**src/rtl/isa_cycle_sequencer.sv**
```systemverilog
// isa_cycle_sequencer: turns a decoded Zorro-II bus cycle into a timed ISA cycle (BALE, command strobe, SA0, XRDYD, buffer enables).
// Latency: BALE one cycle after the synchronised start, strobe BALE_CYC later, XRDYD after CMD_MIN strobe cycles; all outputs registered.
// Backpressure: ISA WAIT low stretches the strobe; XRDYD holds until AS rises. ISA_WAIT_TIMEOUT_EN adds a WAIT timeout with berr_req.
module isa_cycle_sequencer #(
    parameter int BALE_CYC    = 1,
    parameter int CMD_MIN     = 4,
    parameter int RECOV_CYC   = 2,
    parameter int TIMEOUT_CYC = 255
) (
    input  logic mclk,
    input  logic reset,
    input  logic AS,
    input  logic UDS,
    input  logic LDS,
    input  logic RW,
    input  logic mem_sel,
    input  logic io_sel,
    input  logic WAIT,
    output logic BALE,
    output logic MEMR,
    output logic MEMW,
    output logic IOR,
    output logic IOW,
    output logic SA0,
    output logic XRDYD,
    output logic dg_oe,
    output logic da_oe,
    output logic berr_req
);

    localparam int M1      = (BALE_CYC > CMD_MIN) ? BALE_CYC : CMD_MIN;
    localparam int M2      = (M1 > RECOV_CYC) ? M1 : RECOV_CYC;
    localparam int CNT_MAX = (M2 > TIMEOUT_CYC) ? M2 : TIMEOUT_CYC;
    localparam int CNT_W   = $clog2(CNT_MAX + 1);

    localparam logic [CNT_W-1:0] ALE_LAST = CNT_W'(BALE_CYC - 1);
    localparam logic [CNT_W-1:0] CMD_LAST = CNT_W'(CMD_MIN - 1);
    localparam logic [CNT_W-1:0] REC_LAST = CNT_W'(RECOV_CYC - 1);

    typedef enum logic [2:0] {
        S_IDLE,
        S_ALE,
        S_CMD,
        S_WAITST,
        S_DONE,
        S_RECOVER
    } state_t;

    state_t           state, state_nxt;
    logic [CNT_W-1:0] cnt, cnt_nxt;
    logic             is_mem, is_mem_nxt;
    logic             is_rd, is_rd_nxt;
    logic             sa0_q, sa0_nxt;
    logic [1:0]       as_sr, uds_sr, lds_sr, wait_sr;
    logic             as_s, uds_s, lds_s, wait_s;
    logic             start;
    logic             berr_nxt;
    logic             strobe_on;
    logic             bale_d, memr_d, memw_d, ior_d, iow_d, xrdyd_d, dg_d, da_d;
`ifdef ISA_WAIT_TIMEOUT_EN
    localparam logic [CNT_W-1:0] TO_LAST = CNT_W'(TIMEOUT_CYC - 1);
    logic timeout_hit;
    logic berr_q;
`endif

    // Strobes idle high, so the synchronisers reset to the inactive level.
    always_ff @(posedge mclk or negedge reset) begin
        if (!reset) begin
            as_sr   <= 2'b11;
            uds_sr  <= 2'b11;
            lds_sr  <= 2'b11;
            wait_sr <= 2'b11;
        end else begin
            as_sr   <= {as_sr[0], AS};
            uds_sr  <= {uds_sr[0], UDS};
            lds_sr  <= {lds_sr[0], LDS};
            wait_sr <= {wait_sr[0], WAIT};
        end
    end

    assign as_s   = as_sr[1];
    assign uds_s  = uds_sr[1];
    assign lds_s  = lds_sr[1];
    assign wait_s = wait_sr[1];

    // Writes only start once a data strobe is seen, which covers DS lagging AS.
    assign start = !as_s && (!uds_s || !lds_s) && (mem_sel ^ io_sel);

    always_comb begin
        state_nxt  = state;
        cnt_nxt    = cnt;
        is_mem_nxt = is_mem;
        is_rd_nxt  = is_rd;
        sa0_nxt    = sa0_q;
`ifdef ISA_WAIT_TIMEOUT_EN
        timeout_hit = 1'b0;
`endif
        case (state)
            S_IDLE: begin
                if (start) begin
                    state_nxt  = S_ALE;
                    cnt_nxt    = '0;
                    is_mem_nxt = mem_sel;
                    is_rd_nxt  = RW;
                    sa0_nxt    = !lds_s && uds_s;
                end
            end
            S_ALE: begin
                if (cnt == ALE_LAST) begin
                    state_nxt = S_CMD;
                    cnt_nxt   = '0;
                end else begin
                    cnt_nxt = cnt + 1'b1;
                end
            end
            S_CMD: begin
                // An early AS negation is only honoured once CMD_MIN is met.
                if (cnt == CMD_LAST) begin
                    cnt_nxt = '0;
                    if (as_s)
                        state_nxt = S_RECOVER;
                    else if (!wait_s)
                        state_nxt = S_WAITST;
                    else
                        state_nxt = S_DONE;
                end else begin
                    cnt_nxt = cnt + 1'b1;
                end
            end
            S_WAITST: begin
                if (wait_s) begin
                    state_nxt = S_DONE;
                end else if (as_s) begin
                    state_nxt = S_RECOVER;
                    cnt_nxt   = '0;
                end
`ifdef ISA_WAIT_TIMEOUT_EN
                else if (cnt == TO_LAST) begin
                    state_nxt   = S_DONE;
                    timeout_hit = 1'b1;
                end else begin
                    cnt_nxt = cnt + 1'b1;
                end
`endif
            end
            S_DONE: begin
                if (as_s) begin
                    state_nxt = S_RECOVER;
                    cnt_nxt   = '0;
                end
            end
            S_RECOVER: begin
                // A start seen here is picked up from IDLE once recovery ends.
                if (cnt == REC_LAST) begin
                    state_nxt = S_IDLE;
                    cnt_nxt   = '0;
                end else begin
                    cnt_nxt = cnt + 1'b1;
                end
            end
            default: begin
                state_nxt = S_IDLE;
                cnt_nxt   = '0;
            end
        endcase
    end

    always_ff @(posedge mclk or negedge reset) begin
        if (!reset) begin
            state  <= S_IDLE;
            cnt    <= '0;
            is_mem <= 1'b0;
            is_rd  <= 1'b0;
            sa0_q  <= 1'b0;
        end else begin
            state  <= state_nxt;
            cnt    <= cnt_nxt;
            is_mem <= is_mem_nxt;
            is_rd  <= is_rd_nxt;
            sa0_q  <= sa0_nxt;
        end
    end

`ifdef ISA_WAIT_TIMEOUT_EN
    assign berr_nxt = timeout_hit || (berr_q && (state_nxt == S_DONE));

    always_ff @(posedge mclk or negedge reset) begin
        if (!reset)
            berr_q <= 1'b0;
        else
            berr_q <= berr_nxt;
    end

    assign berr_req = berr_q;
`else
    assign berr_nxt = 1'b0;
    assign berr_req = 1'b0;
`endif

    // Outputs are decoded from the next state so they change on the same edge as the state.
    always_comb begin
        strobe_on = state_nxt inside {S_CMD, S_WAITST, S_DONE};
        bale_d    = (state_nxt == S_ALE);
        memr_d    = !(strobe_on && is_mem_nxt && is_rd_nxt);
        memw_d    = !(strobe_on && is_mem_nxt && !is_rd_nxt);
        ior_d     = !(strobe_on && !is_mem_nxt && is_rd_nxt);
        iow_d     = !(strobe_on && !is_mem_nxt && !is_rd_nxt);
        xrdyd_d   = !((state_nxt == S_DONE) && !berr_nxt);
        dg_d      = !is_rd_nxt && (state_nxt inside {S_ALE, S_CMD, S_WAITST, S_DONE});
        da_d      = is_rd_nxt && (state_nxt == S_DONE);
    end

    always_ff @(posedge mclk or negedge reset) begin
        if (!reset) begin
            BALE  <= 1'b0;
            MEMR  <= 1'b1;
            MEMW  <= 1'b1;
            IOR   <= 1'b1;
            IOW   <= 1'b1;
            SA0   <= 1'b0;
            XRDYD <= 1'b1;
            dg_oe <= 1'b0;
            da_oe <= 1'b0;
        end else begin
            BALE  <= bale_d;
            MEMR  <= memr_d;
            MEMW  <= memw_d;
            IOR   <= ior_d;
            IOW   <= iow_d;
            SA0   <= sa0_nxt;
            XRDYD <= xrdyd_d;
            dg_oe <= dg_d;
            da_oe <= da_d;
        end
    end

endmodule

```
**config.mk**
```make
export PLATFORM = sky130hd
export DESIGN_NAME = isa_cycle_sequencer
export DESIGN_NICKNAME = d
export VERILOG_FILES = /design/src/rtl/isa_cycle_sequencer.sv
export SDC_FILE = /design/constraint.sdc
export NUM_CORES = 1
export LEC_CHECK = 0
export CAP_MARGIN = 20
export CORE_ASPECT_RATIO = 0.7
export CORE_MARGIN = 5
export CORE_UTILIZATION = 50
export CTS_BUF_LIST = sky130_fd_sc_hd__clkbuf_8
export DETAILED_ROUTE_END_ITERATION = 6
export MAX_ROUTING_LAYER = met4
export PLACE_DENSITY = 0.74
export SKIP_LAST_GASP = 1
export SYNTH_ARGS = -nofsm -noshare
export SYNTH_HDL_FRONTEND = slang
export SYNTH_SLANG_ARGS = --single-unit
```
**constraint.sdc**
```tcl
create_clock -name mclk -period 3.4 [get_ports mclk]
set_clock_uncertainty 0.05 [all_clocks]
set_input_delay 0.68 -clock mclk [delete_from_list [all_inputs] [get_ports mclk]]
set_output_delay 0.68 -clock mclk [all_outputs]
set_load 0.03 [all_outputs]
```
==> summary.txt, run 1 <==
Synth
  • Post-synth net total: 136
  • Fraction of registers with async set/reset: 100%
  • Largest cells by area after synthesis: dfrtp_1, dfstp_2, ha_1
  • Synth area leader: dfrtp_1
  • Avg Inst Size Synth: 11.3 um2
  • Sequential cell area fraction in the yosys report: 54.6%
  • Distinct cells, synth: 44
  • Yosys Warn Count: 0
  • Mapped Cells: 124
  • Synth cell count leaders: dfrtp_1, dfstp_2, inv_1, nand2_1, nor2_1
  • Count leader, synth: dfrtp_1
  • Mapped Area: 1410 um2
  • #FFs+latches synth: 30
  • Top_reg_cell synth: dfrtp_1
  • Synth top area share: 30.3%
  • Number of flops mapped to enable cells by yosys: 0

Hold path
  • Min-delay src: uds_sr[0]
  • Hold endpoint: uds_sr[1]
  • Worst hold path class: flop to flop
  • Hold path cells: 0

Floorplanning
  • Initial Util: 51.2%
  • Height of the die: 54.4 um
  • Row cnt: 16
  • Die ar.: 3990 um2
  • Ports: 19
  • Die X: 73.4 um
  • Core Box Area: 2740 um2

GRT
  • First-pass GRT wire length: 4.40 mm
  • Met2 Resource Use GR: 22.0%
  • Congestion Overflow GR: 0
  • Tot GR Track Use: 15.5%
  • Vias in the first global route: 936
  • Largest net degree at the start of global routing: 25
  • Grt met1 use: 20.7%
  • Initial antenna violation count: 0
  • GRT met3 Usage: 5.14%
  • GR peak layer: met2

Clock network
  • CTS Sinks: 30
  • CTS tree: yes
  • Worst skew pair latency: 0.27 ns
  • Max clock buf depth: 2
  • Setup Fix Bufs, Post-CTS: 0
  • H-tree depth: 2
  • Clock-pin slew on the worst setup and hold paths: 0.06 ns
  • Clk root buf: clkbuf_8
  • Post-CTS sizing: 0
  • CTS Buf Count: 5
  • Cts hold-fix bufs: 0

Setup path
  • Endpoint type of the worst setup path: output port
  • CP Max Fanout: 1
  • CP max-delay cell: clkdlybuf4s50_1
  • CP peak stage delay: 0.67 ns
  • CP Cell Sequence: clkdlybuf4s50_1
  • R2R cell count: 5
  • Worst reg2reg setup slack: 1.25 ns
  • Buf/Inv on CP: 1
  • CP Launch Type: flop
  • Worst r2r src: cnt[2]
  • Critical Path AT: 1.46 ns
  • CP delay by family, top: buffers and inverters
  • CP required: 2.67 ns
  • Worst r2r dst: dg_oe
  • Critical path class: flop to output port

STA
  • Max Clock Freq: 0.456 GHz
  • Final Cycle Share: 64.5%
  • Post-layout min period: 2.19 ns
  • Final Max Slew Viols: 0
  • Final setup vio count: 0
  • Hold Fails Final Rpt: 0
  • RSZ-0062 raised after global routing: false
  • Min Hold Slack: 0.305 ns
  • Final TNS setup: 0 ns

Place
  • Port Buffers: 17
  • Placed cell count: 175
  • DP Area: 1610 um2
  • Placer Congestion: 0.765
  • Post-DP HPWL: 1.92 mm

Flow run
  • Max-cap viol count: 0

Pwr
  • Comb power frac: 4.0%
  • Flop pwr share: 54.4%
  • Power Density: 391 nW/um2
  • NetSw: 0.138 mW
  • Max rail drop VDD: 0.000261 V
  • P_int: 0.540 mW
  • Sw frac: 20.3%
  • Leakage: 0.741 nW
  • Clock Power Share: 41.6%
  • Total power: 0.678 mW

Cells and area
  • Area delta synth->final: 23.3%
  • Layout cells sized above 1: 20.9%
  • Non-filler cells, final: 184
  • Ant. Diodes: 0
  • Final instance area: 1730 um2
  • Final #Nets: 159

Detailed routing
  • DR WL/cell: 14.6 um
  • Detail Route Antenna Nets: 0
  • First-pass DRT Iterations: 4
  • DR vias/cell: 5.65
  • Drt total wl: 2.69 mm
  • Via count: 1,039
  • DRC viols: 0
  • Initial DRC Count: 105

Outcome
  • Status: finished clean
==> metal layers <==
metal / share of wire, % / vias up / routed length (um)
li1: - / 485 / -
met1: 44 / 500 / 1180
met2: 47 / 48 / 1260
met3: 8.1 / 6 / 217
met4: 1.3 / 0 / 34
met5: 0 / - / 0
==> cells by family after synthesis <==
group,after synthesis,synth area share [%]
xor gates and xnor gates,4,2.49
muxes,3,2.23
buffers and inverters,15,4.72
and+or+nand+nor,38,15.9
adders and majority gates,3,2.67
DFF,30,54.6
AOI/OAI and AO/OA,30,17.1
other,1,0.267
==> metrics by stage <==
step	util (%)	setup WS [ns]
after CTS	62.2	1.19
after global routing	63.2	1.09
after global placement	58.9	1.05
after detailed placement	58.9	0.984
after floorplan	-	1.53
final	63.2	1.21
==> worst max-delay path by stage <==
stage,startpoint,end,cells after the start,slack (ns)
5_1_grt,cnt[2],dg_oe,5,1.09
6_report,MEMR,MEMR,1,1.21
3_5_place_dp,mem_sel,dg_oe,6,0.98
3_3_place_gp,mem_sel,dg_oe,6,1.05
4_1_cts,IOW,IOW,1,1.19
2_1_floorplan,cnt[2],dg_oe,6,1.53
==> power by group through the flow <==
stage / logic, mW / registers (mW) / clock network, mW
2_1_floorplan: 0.00584 / 0.374 / 0
3_3_place_gp: 0.0234 / 0.374 / 0
3_5_place_dp: 0.0238 / 0.375 / 0
4_1_cts: 0.0239 / 0.369 / 0.290
5_1_grt: 0.0298 / 0.369 / 0.310
6_report: 0.0269 / 0.369 / 0.282
==> sequential cells by signal, indices dropped and copies added (netlist names) <==
name / count
is_mem: 1
IOW: 1
uds_sr: 2
MEMW: 1
MEMR: 1
IOR: 1
state: 3
da_oe: 1
XRDYD: 1
wait_sr: 2
lds_sr: 2
dg_oe: 1
cnt: 8
SA0: 1
is_rd: 1
BALE: 1
as_sr: 2
==> cells in the final DEF, fill, tap and decap left out, drive strengths merged, types with 3 or more instances in the layout <==
cell type	synthesis	final
dfstp	13	13
o211ai	4	4
o21ai	3	3
and3	3	3
buf	4	4
nand2	8	8
inv	10	11
clkbuf	1	6
a21oi	5	5
clkdlybuf4s50	0	17
xor2	3	3
ha	3	3
nand2b	4	4
a31oi	4	4
dfrtp	17	17
nor2	7	7
==> cell type report <==
cell class	instances	area (um2)
fill	208	1010
sequential	30	767
multi-input combinational	79	572
timing repair buffer	21	220
clock buffer	6	82.6
tap	36	45.0
inverter	10	37.5
clock inverter	2	8.76
Note: power is estimated with default switching activity, not from simulation.
==> inputs of run 2 (changes only) <==
clock period = 2.25 ns   (was 3.4 ns; I/O delays follow)
==> run 2 against run 1 <==
Compared with the run above: register-to-register slack worse by 1.1 ns; sequential cell count did not move; worst setup slack lost 1.1 ns; utilization shrank 0.55 points; die area unchanged; global-route usage is 0.30 points higher; power rose by 46%; sequential power up 51%; largest cell class unchanged; clock-buffer cell count fell by 1.
==> summary.txt, run 2 (synthesis gave the netlist of run 1 again) <==
Place
  • Placer Congestion: 0.815
  • Post-DP HPWL: 1.86 mm
  • Pre-CTS WS: -0.0813 ns
  • DP Area: 1620 um2
  • Port Buffers: 17

Floorplanning
  • Height of the die: 54.4 um
  • Core Box Area: 2740 um2
  • Row cnt: 16
  • Die ar.: 3990 um2
  • Die X: 73.4 um
  • Initial Util: 51.2%
  • Ports: 19

Cells and area
  • Largest registers: cnt: 8 flops, state: 3 flops
  • Largest Register: cnt
  • Multi-input logic area: 578 um2
  • FF+latch area: 767 um2
  • Final instance area: 1720 um2
  • Layout cells sized above 1: 22.8%
  • Ant. Diodes: 0
  • Most frequent cells in the layout: dfrtp_1, clkdlybuf4s50_1, dfstp_2
  • Max reg flops: 8
  • Area delta synth->final: 22.3%
  • Filler cells: 220
  • Final core occ: 62.6%
  • Final #Nets: 160

STA
  • RSZ-0062 raised after global routing: false
  • Post-layout min period: 2.12 ns
  • Final setup vio count: 0
  • Slew @ Worst Pin: 0.648 ns
  • Hold Fails Final Rpt: 0
  • Final Max Slew Viols: 0
  • Final worst setup slack: 0.128 ns
  • Final TNS setup: 0 ns
  • Final Cycle Share: 94.3%
  • Max Clock Freq: 0.471 GHz
  • Rel. slew slack: 56.7%

GRT
  • Largest net degree at the start of global routing: 31
  • Tot GR Track Use: 15.8%
  • First-pass GRT wire length: 4.42 mm
  • Congestion Overflow GR: 0
  • Initial antenna violation count: 0
  • Vias in the first global route: 952

Clock network
  • Cts hold-fix bufs: 0
  • CTS tree: yes
  • CTS Buf Count: 5
  • CTS Sinks: 30
  • Clk root buf: clkbuf_8
  • Clock-pin slew on the worst setup and hold paths: 0.07 ns
  • H-tree depth: 2
  • Worst skew pair latency: 0.28 ns
  • Max clock buf depth: 2

Setup path
  • CP Launch Type: flop
  • Critical path class: flop to flop
  • Buf/Inv on CP: 1
  • CP Max Fanout: 7
  • CP Cell Sequence: nor4_4, a311oi_1, a2111oi_2, buf_4, and3_2, o31a_1
  • Critical Path AT: 2.29 ns
  • Endpoint type of the worst setup path: flop
  • CP peak stage delay: 0.46 ns
  • CP max-delay cell: dfrtp_1
  • CP delay by family, top: simple AND/OR/NAND/NOR gates
  • CP required: 2.42 ns

Detailed routing
  • DR WL/cell: 13.8 um
  • Initial DRC Count: 68
  • Top layer in use: met4
  • DR vias/cell: 5.42
  • DRC viols: 0
  • Via count: 1,002
  • Met2 Wirelength: 1.16 mm
  • First-pass DRT Iterations: 4
  • WL met3: 170 um
  • Met1 Wirelength: 1.21 mm
  • Detail Route Antenna Nets: 0
  • Drt total wl: 2.56 mm

Pwr
  • Power Density: 577 nW/um2
  • P_int: 0.778 mW
  • Clock Power Share: 40.4%
  • Leakage: 0.735 nW
  • NetSw: 0.213 mW
  • Comb power frac: 3.3%
  • Max rail drop VDD: 0.000477 V
  • Flop pwr share: 56.2%
  • Sw frac: 21.5%

Outcome
  • Status: finished clean

Hold path
  • Worst hold path class: flop to flop

Flow run
  • Max-cap viol count: 0
[run 2: metal layers]
metal | vias up | GRT usage (%)
met5 | - | -
li1 | 491 | -
met2 | 32 | 22.7
met4 | 0 | 7.23
met1 | 474 | 20.5
met3 | 5 | 5.14
[run 2: cell type report]
cell class | instances | share of cell area [%]
multi-input combinational | 79 | 33.6
clock buffer | 5 | 4.01
inverter | 10 | 2.18
tap | 36 | 2.62
timing repair buffer | 22 | 12.1
clock inverter | 3 | 0.801
sequential | 30 | 44.6
[run 2: final timing paths]
kind                       cells after the start  startpoint    endpoint  slack, ns
max reg2reg                                    6      cnt[2]       dg_oe       0.13
min reg2reg                                    0  wait_sr[0]  wait_sr[1]       0.30
max                                            6      cnt[2]       dg_oe       0.13
max in group asynchronous                      2       reset    as_sr[1]       1.34
min                                            0  wait_sr[0]  wait_sr[1]       0.30
min in group asynchronous                      2       reset    state[2]       0.49
[run 2: power by group through the flow]
stage	Sequential, mW	Combinational [mW]	Clock, mW
finish	0.557	0.0332	0.401
CTS	0.557	0.0347	0.412
global route	0.558	0.0380	0.439
detailed placement	0.566	0.0345	0
floorplan	0.565	0.00882	0
global placement	0.566	0.0337	0
[run 2: through the flow]
stage                     hold slack [ns]  std cells  power, mW
after floorplan                     0.104        124      0.574
after global placement              0.295        176      0.600
after detailed placement            0.297        176      0.601
after CTS                           0.306        184       1.00
after global routing                0.308        185       1.03
final                               0.305        185      0.991
[run 2: timing repair]
item / 4_1_cts / 5_1_grt
pin swaps: 0 / 1
hold endpoints to repair: 0 / 0
buffers inserted: 0 / 1
endpoints found under the setup margin: 4 / 7
resized for setup: 1 / 1
==> inputs of run 3 (changes only) <==
CTS_CLUSTER_SIZE = 12   (was not set)
==> results of run 3 <==
Final layout, timing and power as in run 2 (identical DEF).
